### config.mk
export PLATFORM = sky130hd
export DESIGN_NAME = rca_seq_ctrl
export DESIGN_NICKNAME = d
export VERILOG_FILES = /design/src/rtl/rca_seq_ctrl.sv
export SDC_FILE = /design/constraint.sdc
export NUM_CORES = 1
export LEC_CHECK = 0
export BUFFER_PORTS_ARGS = -buffer_cell sky130_fd_sc_hd__buf_2
export CORE_UTILIZATION = 30
export CTS_BUF_LIST = sky130_fd_sc_hd__clkbuf_4 sky130_fd_sc_hd__clkbuf_8 sky130_fd_sc_hd__clkbuf_16
export CTS_CLUSTER_SIZE = 14
export DETAILED_ROUTE_END_ITERATION = 10
export PLACE_DENSITY = 0.48
export SYNTH_ARGS = -nofsm -noshare
export SYNTH_HDL_FRONTEND = slang
export SYNTH_SLANG_ARGS = --single-unit
### constraint.sdc
create_clock -name clk -period 4.6 [get_ports clk]
set_input_delay 0.69 -clock clk [delete_from_list [all_inputs] [get_ports clk]]
set_output_delay 0.69 -clock clk [all_outputs]
set_load 0.1 [all_outputs]
### src/rtl/rca_seq_ctrl.sv
// Byte-serial add/subtract sequencer driving an external 8-bit ripple-carry adder.
// Operands are sliced LSB-first, the carry is chained across slices, and the result returns via valid/ready.
module rca_seq_ctrl #(
  parameter int NBYTES = 4,
  parameter int IDXW   = 4
) (
  input  logic                  clk,
  input  logic                  rst_n,
  input  logic                  in_valid,
  output logic                  in_ready,
  input  logic [8*NBYTES-1:0]   in_a,
  input  logic [8*NBYTES-1:0]   in_b,
  input  logic                  in_cin,
  input  logic                  in_sub,
  output logic [7:0]            add_a,
  output logic [7:0]            add_b,
  output logic                  add_cin,
  input  logic [7:0]            add_sum,
  input  logic                  add_cout,
  output logic                  res_valid,
  input  logic                  res_ready,
  output logic [8*NBYTES-1:0]   res_sum,
  output logic                  res_cout,
  output logic                  res_ovf,
  output logic                  busy
);

  typedef enum logic [1:0] {IDLE, RUN, DONE} state_t;

  state_t              state, state_nx;
  logic [IDXW-1:0]     idx;
  logic                carry;
  logic [8*NBYTES-1:0] a_reg, b_reg;
  logic                accept;
  logic                last;

  assign accept = in_valid && in_ready;
  assign last   = (idx == IDXW'(NBYTES - 1));

  always_ff @(posedge clk or negedge rst_n) begin
    if (!rst_n) state <= IDLE;
    else        state <= state_nx;
  end

  // NOTE: every output of this block gets a default first, so no path leaves a
  // signal unassigned and no latch is inferred.
  always_comb begin
    state_nx  = state;
    in_ready  = 1'b0;
    res_valid = 1'b0;
    busy      = 1'b1;
    add_a     = '0;
    add_b     = '0;
    add_cin   = 1'b0;
    unique case (state)
      IDLE: begin
        in_ready = 1'b1;
        busy     = 1'b0;
        if (in_valid) state_nx = RUN;
      end
      RUN: begin
        add_a   = a_reg[8*idx +: 8];
        add_b   = b_reg[8*idx +: 8];
        add_cin = carry;
        if (last) state_nx = DONE;
      end
      DONE: begin
        res_valid = 1'b1;
        if (res_ready) state_nx = IDLE;
      end
      default: state_nx = IDLE;
    endcase
  end

  // NOTE: sequential state uses non-blocking assignments so every register
  // samples pre-edge values, independent of statement order.
  // NOTE: the operand and result registers are reset as well; an aborted
  // operation must leave no stale bytes visible on res_sum.
  always_ff @(posedge clk or negedge rst_n) begin
    if (!rst_n) begin
      idx      <= '0;
      carry    <= 1'b0;
      a_reg    <= '0;
      b_reg    <= '0;
      res_sum  <= '0;
      res_cout <= 1'b0;
      res_ovf  <= 1'b0;
    end else begin
      if (accept) begin
        a_reg <= in_a;
        b_reg <= in_sub ? ~in_b : in_b;
        carry <= in_sub ? 1'b1 : in_cin;
        idx   <= '0;
      end else if (state == RUN) begin
        res_sum[8*idx +: 8] <= add_sum;
        carry               <= add_cout;
        idx                 <= idx + 1'b1;
        if (last) begin
          res_cout <= add_cout;
          // Overflow: like-signed operands (B after inversion) producing an opposite-signed sum.
          res_ovf  <= (a_reg[8*NBYTES-1] == b_reg[8*NBYTES-1]) &&
                      (add_sum[7] != a_reg[8*NBYTES-1]);
        end
      end
    end
  end

endmodule
==> results of run 1 <==
layout make-up:
| class | count | share of cell area (%) |
|---|---|---|
| inverters | 4 | 0.246 |
| repair buffers | 136 | 11.4 |
| well taps | 216 | 4.43 |
| clock inverters | 4 | 0.861 |
| multi-input cells | 315 | 36.0 |
| flip-flops and latches | 105 | 43.1 |
| clock buffers | 12 | 4.06 |
metrics by stage:
| stage | hold WS, ns | cell area, µm² | instances | setup slack (ns) |
|---|---|---|---|---|
| 4_1_cts | 0.478 | 6100 | 792 | 1.34 |
| 3_5_place_dp | 0.460 | 5800 | 776 | 1.36 |
| 6_report | 0.472 | 6100 | 792 | 1.36 |
| 5_1_grt | 0.492 | 6100 | 792 | 1.22 |
| 2_1_floorplan | 0.394 | 4960 | 453 | 1.25 |
| 3_3_place_gp | 0.454 | 5800 | 776 | 1.44 |
synthesized netlist by cell type (3+ instances only):
| cell type | instances |
|---|---|
| and3_1 | 24 |
| clkbuf_1 | 21 |
| mux2_4 | 8 |
| or3_1 | 3 |
| o21ai_0 | 36 |
| ha_1 | 3 |
| nand3_1 | 5 |
| mux2_2 | 26 |
| mux4_2 | 16 |
| buf_4 | 3 |
| nand2_1 | 135 |
| inv_1 | 4 |
| xnor2_1 | 33 |
| dfrtp_1 | 105 |
| nor2_1 | 4 |
| buf_2 | 4 |
routing by layer:
layer | GRT usage (%) | share of wire [%]
met3 | 2.61 | 4.3
met2 | 24.2 | 46
met5 | 0 | 0
met4 | 6.49 | 1.7
met1 | 21.4 | 48
cell families (layout without fill, tap and decap cells):
kind of cell / Yosys count / in the layout / share of synthesized area (%)
simple gates: 183 / 183 / 16.4
flops: 105 / 105 / 53.0
mux: 50 / 50 / 15.6
compound gates: 45 / 45 / 5.45
xor+xnor: 34 / 34 / 6.00
buf+inv: 33 / 156 / 2.82
fa+ha+maj: 3 / 3 / 0.757
cell usage in the layout, fill, tap and decap left out, types with 2 or more instances in the layout:
cell type	instances
nor2_1	4
or3_1	3
and3_1	24
buf_4	5
a211oi_4	2
nand3_1	5
xnor2_1	33
mux4_2	16
clkbuf_4	3
ha_1	3
mux2_2	26
inv_1	4
mux2_4	8
and2_1	2
or2_2	2
buf_2	131
o31ai_1	2
o21ai_0	36
nand2_2	3
clkbuf_16	9
dfrtp_1	104
nand2_1	134
path summary, 6_finish.rpt:
kind                           start         end  slack [ns]  cells past startpoint
max reg2reg                   idx[1]  res_sum[6]        1.36                      6
min                        a_reg[28]   a_reg[28]        0.47                      2
min reg2reg                a_reg[28]   a_reg[28]        0.47                      2
max                           idx[1]  res_sum[6]        1.36                      6
max in group asynchronous      rst_n   b_reg[29]        3.11                      2
min in group asynchronous      rst_n   a_reg[10]        0.48                      1
critical path, stage by stage, from the launching register on:
cell      delay, ns
dfrtp_1        0.75
or3_1          0.52
ha_1           0.42
nor4b_1        0.36
nand2_2        0.16
a211oi_4       0.52
mux2_2         0.39
==> flow_summary.yaml, run 1 <==
outcome:
  status: "finished clean"
floorplanning:
  initial_utilization_pct: 31.0
  core_area_um2: 16000
  io_pins: 133
  fp.dieArea_um2: 17100
  row_count: 46
  die_y_um: 131
  die_x_um: 131
clock_network:
  root_buffer: "clkbuf_16"
  htreeDepth: 3
  postCtsSetupRepairBufs: 0
  cts.path.max_buffers: 2
  clk_pin_slew_worst_paths_ns: 0.07
  tritoncts: "built"
  hold_buffers: 0
  cts.repair.resized: 0
  cts.sink_count: 105
  numCtsBuffers: 9
  insertion_delay_ns: 0.35
drt:
  drtIter0Drc: 138
  vias: 3587
  post_drt_wl_per_cell_um: 15.5
  wl_um: 12300
  route.detailed.drc: 0
  first_pass_iters: 4
  ant_nets: 0
  vias_per_cell: 4.53
synthesis:
  synth_area_um2: 4960
  synth-seq-cells: 105
  synth_cell_type_count: 34
  synth_top_area_share_pct: 53.0
  synth-edff-count: 0
  synth-seq-area-share_pct: 53.0
  syn_nets: 535
  ys.flop_type: "dfrtp_1"
  yosys_warnings: 0
  synthArstFlopShare_pct: 100
  avgSynthCellArea_um2: 11.0
  synthesis.instances: 453
  yosys-top-cells-area: "dfrtp_1 53%, nand2_1 10%, mux4_2 7.3%"
  synth_largest_area_cell: "dfrtp_1"
placed_design:
  port_buffers: 132
  hpwl_um: 8890
  gp_congestion: 0.750
layout:
  num-fill-cells: 1666
  area_growth_pct: 23.0
  diodes: 0
  seq_area_um2: 2630
  layout-drive-gt1-share_pct: 37.0
  multi_input_area_um2: 2200
  final_util_pct: 38.1
  fin_nets: 653
grt:
  grt_pass1_wl_um: 19700
  grt.total_usage_pct: 15.5
  antenna_found_initial: 0
  grt_pass1_vias: 3640
  grt-ovfl-total: 0
  grt_max_degree: 72
timing:
  fmax_ghz: 0.309
  finalSetupViolCount: 0
  finalClockSkew_ns: 0.00505
  finalCritPeriodShare_pct: 70.3
  drv_slew: 0
  tns_ns: 0
  slew_headroom_pct: 30.6
  rsz0062_at_grt: "no"
  tightest_slew_ns: 1.04
  period_minus_slack_ns: 3.24
  hold_viol: 0
critical_path:
  endpoint_kind: "flip-flop"
  cp.required_ns: 4.83
  path_class: "flip-flop to flip-flop"
  crit_fanout: 22
  arrival_ns: 3.47
  critPathLaunchType: "flip-flop"
min_path:
  min_path_type: "flip-flop to flip-flop"
flow_run:
  drv_cap: 0
Power of run 1 is not shown: default switching activity piles up to over one toggle a cycle in this logic, so the estimate is an artifact.
==> run 2, diff against run 1 <==
clock period = 3.4 ns   (was 4.6 ns; I/O delays follow)
==> run 2 against run 1 <==
Effect of this change: critical path depth decreased by 2; register-to-register slack got worse by 0.70 ns; global-route usage decreased by 0.28 points; flip-flop and latch count unchanged; largest cell class unchanged; final cell count increased by 0.13%; sequential share of layout area decreased by 0.25 points; wire length increased by 0.51%; non-clock buffer count increased by 2; first-iteration DRC count increased by 17%; design area increased by 0.59%; clock skew increased by 0.0027 ns.
==> flow_summary.yaml, run 2 (synthesis results as in run 1) <==
clock_network:
  cts.repair.resized: 0
  cts.sink_count: 105
  cts.path.max_buffers: 2
  insertion_delay_ns: 0.34
  numCtsBuffers: 9
  hold_buffers: 0
  postCtsSetupRepairBufs: 0
  htreeDepth: 3
  root_buffer: "clkbuf_16"
  clk_pin_slew_worst_paths_ns: 0.07
  tritoncts: "built"
outcome:
  status: "finished clean"
timing:
  tns_ns: 0
  rsz0062_at_grt: "no"
  drv_slew: 0
  finalCritPeriodShare_pct: 81.1
  fmax_ghz: 0.363
  finalClockSkew_ns: 0.00777
  slew_headroom_pct: 39.6
  finalSetupViolCount: 0
  tightest_slew_ns: 0.906
  period_minus_slack_ns: 2.76
  hold_slack_ns: 0.254
  hold_viol: 0
floorplanning:
  initial_utilization_pct: 31.0
  die_x_um: 131
  die_y_um: 131
  fp.dieArea_um2: 17100
  io_pins: 133
  row_count: 46
  core_area_um2: 16000
critical_path:
  cp.required_ns: 2.89
  path_class: "flip-flop to output pin"
  crit_fanout: 11
  arrival_ns: 2.25
  cp-startpoint: "idx[3]"
  critPathLaunchType: "flip-flop"
  endpoint_kind: "output pin"
  r2r-start: "idx[2]"
placed_design:
  gp_congestion: 0.749
  dpl-instance-area_um2: 5840
  placed_cells: 778
  port_buffers: 132
  hpwl_um: 8690
layout:
  final_cells: 793
  seq_area_um2: 2630
  final_common_cell: "nand2_1"
  fin_nets: 655
  stdcell_area_um2: 6140
  area_growth_pct: 23.8
  layout_common_cells: "134 x nand2_1, 131 x buf_2, 104 x dfrtp_1"
  multi_input_area_um2: 2200
  diodes: 0
  layout-drive-gt1-share_pct: 37.1
  num-fill-cells: 1678
drt:
  post_drt_wl_per_cell_um: 15.5
  wl_um: 12300
  vias_per_cell: 4.54
  drtIter0Drc: 161
  vias: 3602
  route.detailed.drc: 0
  first_pass_iters: 4
  ant_nets: 0
grt:
  grt.total_usage_pct: 15.2
  grt-ovfl-total: 0
  antenna_found_initial: 0
  grt_pass1_vias: 3690
  grt_pass1_wl_um: 19400
  grt_max_degree: 63
flow_run:
  drv_cap: 0
min_path:
  min_path_type: "input port to async pin"
[run 2: changes by cell type in the layout (fill, tap and decap cells not counted), sizes merged]
cell,before,now
bufinv,1,0
clkbuf,12,14
buf,136,138
inv,5,4
clkinv,2,1
[run 2: layer usage]
layer  global-route usage [%]  wire length (µm)  up-vias
met5                        0                 0        -
met4                     5.68               174        0
met3                     3.09               611       12
met2                     24.5              5650       98
met1                     20.3              5890     1744
li1                         -                 -     1748
[run 2: area by class of cell]
class / count / share of cell area, %
tap: 216 / 4.40
multi-input combinational: 315 / 35.8
timing repair buffer: 138 / 11.9
clock buffer: 14 / 4.69
sequential: 105 / 42.8
clock inverter: 1 / 0.143
inverter: 4 / 0.245
[run 2: worst max-delay path, cell delays in order (launching register included)]
cell	delay, ns
dfrtp_1	0.46
nor2_1	0.49
buf_4	0.30
and3_1	0.21
buf_2	0.44
[run 2: path summary, 6_finish.rpt]
| path | to | slack (ns) | cells past startpoint |
|---|---|---|---|
| max in group asynchronous | b_reg[9] | 2.40 | 2 |
| min reg2reg | a_reg[23] | 0.47 | 2 |
| min | res_sum[29] | 0.25 | 1 |
| max reg2reg | res_sum[23] | 0.66 | 6 |
| max | add_b[4] | 0.64 | 4 |
| min in group clk | a_reg[16] | 0.35 | 3 |
[run 2: through the flow]
step,setup slack (ns),util [%]
after floorplan,0.227,-
after global placement,0.744,36.5
after detailed placement,0.671,36.5
after CTS,0.626,38.4
after global routing,0.518,38.4
final,0.643,38.4
Power of run 2 is left out for the same reason.
==> run 3, diff against run 2 <==
ABC_AREA = 1   (was default)
clock period = 2.7 ns   (was 3.4 ns; I/O delays follow)
==> run 3 against run 2 <==
Effect of this change: first-iteration DRC count up 69%; non-clock buffer count rose by 2; final cell count rose by 19%; flip-flop and latch count is the same; wire length is 9.6% higher; global-route usage grew 1.0 points; design area is 1.5% higher; count of clock-buffer cells in the layout decreased by 4; critical path type unchanged; highest routed layer unchanged.
==> flow_summary.yaml, run 3 <==
timing:
  slew_headroom_pct: 58.0
  finalCritPeriodShare_pct: 92.3
  rsz0062_at_grt: "no"
  hold_viol: 0
  fmax_ghz: 0.401
  hold_slack_ns: 0.0134
  finalSetupViolCount: 0
  drv_slew: 0
  period_minus_slack_ns: 2.49
  finalClockSkew_ns: 0.00891
  tightest_slew_ns: 0.630
  tns_ns: 0
synthesis:
  yosys-top-cells-area: "dfrtp_1 52%, nand2_1 14%, o21ai_0 6.6%"
  synth.most_common_cell: "nand2_1"
  synth_cell_type_count: 32
  synth-seq-area-share_pct: 51.8
  synth-edff-count: 0
  synth_top_area_share_pct: 51.8
  avgSynthCellArea_um2: 8.39
  synth_largest_area_cell: "dfrtp_1"
  synth-seq-cells: 105
  yosys_warnings: 0
  synthArstFlopShare_pct: 100
  syn_nets: 687
  synthesis.instances: 605
  synth_area_um2: 5070
  synth_common_cells: "187 x nand2_1, 105 x dfrtp_1, 78 x nor2_1"
  ys.flop_type: "dfrtp_1"
critical_path:
  critPathLaunchType: "flip-flop"
  worst-r2r-cell-count: 9
  path_delay_family: "buffers and inverters"
  worst_path_max_delay_cell: "dfrtp_1"
  path_class: "flip-flop to output pin"
  cpPeakStageDelay_ns: 0.58
  cp_cell_sequence: "buf_12 > nor2_1 > nor2_1 > o21ai_0 > a21oi_1 > buf_2"
  worst-path-buf-inv: 2
  cp.required_ns: 2.30
  crit_fanout: 30
  r2r_end: "res_sum[19]"
  rrSetupSlack_ns: 0.48
  endpoint_kind: "output pin"
  r2r-start: "idx[0]"
  cp_common_cell: "nor2_1"
  arrival_ns: 2.09
placed_design:
  gp_congestion: 0.774
  hpwl_um: 9490
  port_buffers: 132
clock_network:
  htreeDepth: 3
  cts.sink_count: 105
  clk_pin_slew_worst_paths_ns: 0.07
  numCtsBuffers: 9
  postCtsSetupRepairBufs: 0
  root_buffer: "clkbuf_16"
  insertion_delay_ns: 0.35
  cts.path.max_buffers: 2
  tritoncts: "built"
layout:
  layout_common_cells: "186 x nand2_1, 125 x buf_2, 105 x dfrtp_1"
  final_common_cell: "nand2_1"
  area_growth_pct: 22.8
  diodes: 0
  final_util_pct: 37.7
  fin_nets: 803
  layout-drive-gt1-share_pct: 24.4
drt:
  route.detailed.drc: 0
  highest_layer: "met4"
  wl_met2_um: 5920
  drtIter0Drc: 272
  wl_met1_um: 6660
  vias: 4332
  wl_met3_um: 745
  first_pass_iters: 4
  post_drt_wl_per_cell_um: 14.3
  wl_um: 13500
  ant_nets: 0
  vias_per_cell: 4.58
grt:
  grt.total_usage_pct: 16.2
  antenna_found_initial: 0
  grt_pass1_vias: 4322
  grt_pass1_wl_um: 22200
  grt-ovfl-total: 0
  grt_max_degree: 98
floorplanning:
  die_y_um: 132
  fp.dieArea_um2: 17400
  core_area_um2: 16500
  die_x_um: 132
  row_count: 47
  io_pins: 133
  initial_utilization_pct: 30.7
outcome:
  status: "finished clean"
min_path:
  min_path_type: "input port to async pin"
flow_run:
  drv_cap: 0
## run 3: final cells by class
cell class                 count  area, µm²
clock buffer                  10        233
inverter                      17       71.3
clock inverter                 6       45.0
multi-input combinational    448       2200
fill                        1734      10300
timing repair buffer         140        776
sequential                   105       2630
tap                          220        275
## run 3: what timing repair did
item                                    in CTS  in global routing
hold buffers                                 0                  0
resized for setup                            3                  5
endpoints found under the setup margin       2                 16
## run 3: per-stage QoR
stage,cell area [µm²],setup slack (ns),std cells
after floorplan,5080,-0.197,605
after global placement,5930,0.394,930
after detailed placement,5930,0.371,930
after CTS,6220,0.0421,946
after global routing,6230,0.0680,946
final,6230,0.207,946
## run 3: cells by family after synthesis
group / Yosys count / share of synthesized area [%]
and+or+nand+nor: 305 / 25.8
AOI/OAI and AO/OA: 107 / 11.1
DFF: 105 / 51.8
buffers and inverters: 52 / 4.91
xor gates and xnor gates: 33 / 5.70
adders and majority gates: 3 / 0.740
## run 3: how the worst max path moves through the flow
stage / start / end / slack, ns / cells after the start
final: idx[0] / add_a[6] / 0.21 / 6
after floorplan: idx[0] / add_a[4] / -0.20 / 7
after detailed placement: idx[0] / res_sum[30] / 0.37 / 8
after CTS: state[1] / add_a[0] / 0.04 / 6
after global routing: idx[0] / add_a[3] / 0.07 / 6
after global placement: idx[0] / add_b[0] / 0.39 / 4
## run 3: routing by layer
layer / global-route usage (%) / vias to the layer above
met5: 0 / -
met4: 4.46 / 0
met3: 4.31 / 12
met2: 24.7 / 129
met1: 22.7 / 2010
li1: - / 2181
Power of run 3 is left out for the same reason.
